`src/rtl/decode_pkg.sv`:
```
// Shared decode-path definitions.
// Immediate extension modes used by the decode stages.
package decode_pkg;

    typedef logic [1:0] ext_mode_t;

    localparam ext_mode_t EXT_SIGN   = 2'b00;
    localparam ext_mode_t EXT_ZERO   = 2'b01;
    localparam ext_mode_t EXT_UPPER  = 2'b10;
    localparam ext_mode_t EXT_BRANCH = 2'b11;

endpackage

```
`src/rtl/decode_imm_extend_core.sv`:
```
// Combinational immediate extension.
// Maps a raw immediate and a mode to a full-width operand.
module decode_imm_extend_core
    import decode_pkg::*;
#(
    parameter int IN_WIDTH  = 16,
    parameter int OUT_WIDTH = 32
) (
    input  logic [IN_WIDTH-1:0]  imm,
    input  logic [1:0]           mode,
    output logic [OUT_WIDTH-1:0] data
);

    localparam int PAD = OUT_WIDTH - IN_WIDTH;

    logic [OUT_WIDTH-1:0] sext;

    assign sext = {{PAD{imm[IN_WIDTH-1]}}, imm};

    always_comb begin
        data = sext;
        unique case (1'b1)
            mode == EXT_SIGN:   data = sext;
            mode == EXT_ZERO:   data = {{PAD{1'b0}}, imm};
            mode == EXT_UPPER:  data = {imm, {PAD{1'b0}}};
            // Word offset: top two sign bits fall off.
            mode == EXT_BRANCH: data = {sext[OUT_WIDTH-3:0], 2'b00};
            default:            data = sext;
        endcase
    end

endmodule

```
`src/rtl/decode_imm_extend_stage.sv`:
```
// Pipelined immediate-extension stage between decode and execute.
// Global-stall shift pipe carrying {valid, data, tag}.
module decode_imm_extend_stage
    import decode_pkg::*;
#(
    parameter int IN_WIDTH   = 16,
    parameter int OUT_WIDTH  = 32,
    parameter int PIPE_DEPTH = 1,
    parameter int TAG_WIDTH  = 5
) (
    input  logic                 clk,
    input  logic                 reset,
    input  logic                 flush,
    input  logic                 in_valid,
    output logic                 in_ready,
    input  logic [IN_WIDTH-1:0]  in_imm,
    input  logic [1:0]           in_mode,
    input  logic [TAG_WIDTH-1:0] in_tag,
    output logic                 out_valid,
    input  logic                 out_ready,
    output logic [OUT_WIDTH-1:0] out_data,
    output logic [TAG_WIDTH-1:0] out_tag
);

    if (OUT_WIDTH < IN_WIDTH + 2 || PIPE_DEPTH < 1 || PIPE_DEPTH > 4) begin : g_bad_params
        $error("decode_imm_extend_stage: illegal parameters");
    end

    logic                 valid_q [PIPE_DEPTH];
    logic [OUT_WIDTH-1:0] data_q  [PIPE_DEPTH];
    logic [TAG_WIDTH-1:0] tag_q   [PIPE_DEPTH];
    logic [OUT_WIDTH-1:0] ext_data;
    logic                 adv;

    decode_imm_extend_core #(
        .IN_WIDTH  (IN_WIDTH),
        .OUT_WIDTH (OUT_WIDTH)
    ) u_core (
        .imm  (in_imm),
        .mode (in_mode),
        .data (ext_data)
    );

    assign adv       = !out_valid || out_ready;
    assign in_ready  = adv;
    assign out_valid = valid_q[PIPE_DEPTH-1];
    assign out_data  = data_q[PIPE_DEPTH-1];
    assign out_tag   = tag_q[PIPE_DEPTH-1];

    always_ff @(posedge clk) begin
        if (reset) begin
            for (int i = 0; i < PIPE_DEPTH; i++) begin
                valid_q[i] <= 1'b0;
                data_q[i]  <= '0;
                tag_q[i]   <= '0;
            end
        end else begin
            if (adv) begin
                valid_q[0] <= in_valid;
                data_q[0]  <= ext_data;
                tag_q[0]   <= in_tag;
                for (int i = 1; i < PIPE_DEPTH; i++) begin
                    valid_q[i] <= valid_q[i-1];
                    data_q[i]  <= data_q[i-1];
                    tag_q[i]   <= tag_q[i-1];
                end
            end
            // Flush wins over the shift, including the entry being accepted.
            if (flush) begin
                for (int i = 0; i < PIPE_DEPTH; i++) begin
                    valid_q[i] <= 1'b0;
                end
            end
        end
    end

endmodule
```
`config.mk`:
```
export PLATFORM = sky130hd
export DESIGN_NAME = decode_imm_extend_stage
export DESIGN_NICKNAME = d
export VERILOG_FILES = /design/src/rtl/decode_pkg.sv /design/src/rtl/decode_imm_extend_core.sv /design/src/rtl/decode_imm_extend_stage.sv
export SDC_FILE = /design/constraint.sdc
export NUM_CORES = 1
export LEC_CHECK = 0
export ABC_AREA = 0
export CAP_MARGIN = 20
export CORE_UTILIZATION = 38
export CTS_BUF_LIST = sky130_fd_sc_hd__clkbuf_8
export DETAILED_ROUTE_END_ITERATION = 12
export PLACE_DENSITY = 0.75
export SYNTH_ARGS = -nofsm -noshare
export SYNTH_HDL_FRONTEND = slang
export SYNTH_SLANG_ARGS = --single-unit
```
`constraint.sdc`:
```
create_clock -name clk -period 1.95 [get_ports clk]
set_input_delay 0.39 -clock clk [delete_from_list [all_inputs] [get_ports clk]]
set_output_delay 0.39 -clock clk [all_outputs]
set_load 0.005 [all_outputs]
```
==> reports/metrics.cfg <==
[status]
status=completed

[final_layout]
layout.cells.non_filler=230
syn_to_final_growth_pct=58.4
final_nets=207
final-seq-area_um2=1130
final_common_cell=clkdlybuf4s50_1
antenna_cells=0
fill_cells=286
layout.cells.most_common_list=clkdlybuf4s50_1 (65), edfxtp_1 (37), a22o_1 (13), buf_4 (11), a21o_1 (10)
final_area_um2=2570
drive_gt1_share_pct=17.2
utilization_pct=63.4
multiInputGateArea_um2=437

[grt]
grt_first_pass_wirelength_um=5290
grt_max_degree=25
grt_overflow=0
grt_pass1_vias=1142
antenna_found_initial=0
grt_usage_pct=16.4

[sta]
fmax_mhz=567
period_share_pct=90.5
rsz0062_at_grt=false
finalSetupTns_ns=0
fin_crit_ns=1.76
finalHoldViolations=0
slew_viol_final=0
slew_headroom_pct=50.1
tightestPinTransition_ns=0.745
finalSetupViolCount=0
skew_ns=0.00518

[floorplan]
core_area_um2=4060
rows=23
dieArea_um2=4540
start_util_pct=40.0
die_y_um=67.4
fp.dieW_um=67.4
io-pin-count=67

[routing]
vias=1137
drt-met1-wl_um=1340
wl_met3_um=173
finalWirelength_um=3430
route.met2.wl_um=1850
first_pass_iters=4
wl_per_cell_um=14.9
viasPerCell=4.94
top_layer_used=met4
detail-route-antenna-nets=0
drc=0
drt_iter0_drc=60

[clocking]
htreeDepth=2
post-cts-setup-buffers=0
cts-root-buf=clkbuf_8
clock_latency_ns=0.28
cts.sinks=38
ctsLongestPathBuffers=2
cts_tree=built
path_clk_slew_ns=0.07
numCtsBuffers=5

[yosys]
yosysSeqAreaShare_pct=69.6
syn_area_um2=1620
synth_warnings=0
synth_cell_types=24
synth_nets=127
ys_seq_elements=38
synth_area_per_cell_um2=16.4
syn_inst=99

[placement]
place_area_um2=2430
routabilityCongestion=0.784
port-buffer-count=66
place_inst=222
dp_hpwl_um=2560

[worst_setup_path]
cp-endpoint=data_q[0][11]$_SDFFCE_PN0P_
ff2ff_setup_slack_ns=0.35
cp_max_fo=13
critPathCaptureType=flop
worst-r2r-cell-count=4
critPathLaunchType=input port
worstSetupStartpoint=out_ready
crit_type=input port to flop
r2r-end=data_q[0][11]$_SDFFCE_PN0P_
crit_arrival_ns=1.91
r2r_start=valid_q[0]$_SDFFE_PP0P_
worstPathRequired_ns=2.09

[job]
maxCapViolations=0

[power]
peakVddDrop_v=0.000550
leakagePower_nw=1.09
p_per_area_nw_per_um2=794

[hold_path]
hp-class=input port to flop

==> layout make-up <==
| class | instances | area share (%) |
|---|---|---|
| clock inverter | 3 | 2.48 |
| timing repair buffer | 80 | 31.3 |
| tap | 50 | 2.43 |
| inverter | 1 | 0.146 |
| sequential | 38 | 44.0 |
| multi-input combinational | 53 | 17.0 |
| clock buffer | 5 | 2.68 |
==> sequential cells by signal, summed over array words and instances, names as in the netlist <==
name	cells
valid_q	1
tag_q	5
data_q	32
==> layer usage <==
layer  up-vias  GRT usage [%]
met5         -              0
met2        47           29.3
met3         7           5.41
met1       534           18.5
met4         0           4.52
li1        549              -
==> Yosys cell counts <==
master | count | area, um^2
edfxtp_1 | 37 | 1110
a22o_1 | 13 | 114
a21o_1 | 10 | 75.1
and2_1 | 7 | 43.8
a21o_2 | 4 | 35.0
buf_6 | 3 | 33.8
buf_2 | 2 | 10.0
buf_4 | 2 | 15.0
nand2_1 | 2 | 7.51
nor2_1 | 2 | 7.51
nor2b_1 | 2 | 12.5
nor3_1 | 2 | 10.0
nor4b_4 | 2 | 47.6
a2111oi_0 | 1 | 8.76
a211oi_1 | 1 | 7.51
a31oi_1 | 1 | 6.26
and3_1 | 1 | 6.26
dfxtp_1 | 1 | 20.0
inv_1 | 1 | 3.75
nand2b_1 | 1 | 6.26
nor3_2 | 1 | 10.0
nor3_4 | 1 | 16.3
or2b_1 | 1 | 7.51
xor2_1 | 1 | 8.76
==> stage by stage <==
| stage | total power [mW] | hold slack, ns | setup slack [ns] |
|---|---|---|---|
| floorplan | 1.09 | 0.467 | 0.0160 |
| global placement | 1.29 | 0.850 | -0.0569 |
| detailed placement | 1.30 | 0.856 | -0.118 |
| CTS | 2.06 | 0.653 | 0.00621 |
| global route | 2.12 | 0.669 | 0.0451 |
| finish | 2.04 | 0.657 | 0.186 |
==> worst max-delay path, cell delays in order <==
cell and delay (ns):
clkdlybuf4s50_1 0.47, nor2b_2 0.05, buf_4 0.15, nor3_2 0.61, a22o_1 0.24
==> what timing repair did <==
action | 4_1_cts | 5_1_grt
endpoints found under the hold margin | 0 | 0
endpoints found under the setup margin | 0 | 2
resized for setup | 0 | 3
hold buffers | 0 | 0
==> worst min-delay path by stage <==
stage | cells past startpoint | slack (ns) | start | endpoint
2_1_floorplan | 1 | 0.47 | flush | valid_q[0]$_SDFFE_PP0P_
3_3_place_gp | 5 | 0.85 | valid_q[0]$_SDFFE_PP0P_ | valid_q[0]$_SDFFE_PP0P_
3_5_place_dp | 5 | 0.86 | valid_q[0]$_SDFFE_PP0P_ | valid_q[0]$_SDFFE_PP0P_
4_1_cts | 2 | 0.65 | flush | valid_q[0]$_SDFFE_PP0P_
5_1_grt | 2 | 0.67 | flush | valid_q[0]$_SDFFE_PP0P_
6_report | 2 | 0.66 | flush | valid_q[0]$_SDFFE_PP0P_
==> power by group <==
group / internal (mW) / leakage, nW / switching, mW
clock: 0.506 / 0.0658 / 0.254
combinational: 0.202 / 0.581 / 0.102
sequential: 0.960 / 0.441 / 0.0181
==> cell families (layout without fill, tap and decap cells) <==
family	count (synthesis)	after routing	synth area share, %
and+or+nand+nor	22	22	10.8
xor gates and xnor gates	1	1	0.539
DFF	38	38	69.6
buffers and inverters	8	89	3.85
AOI/OAI and AO/OA	30	30	15.2
Power figures use the tool's default switching activity.
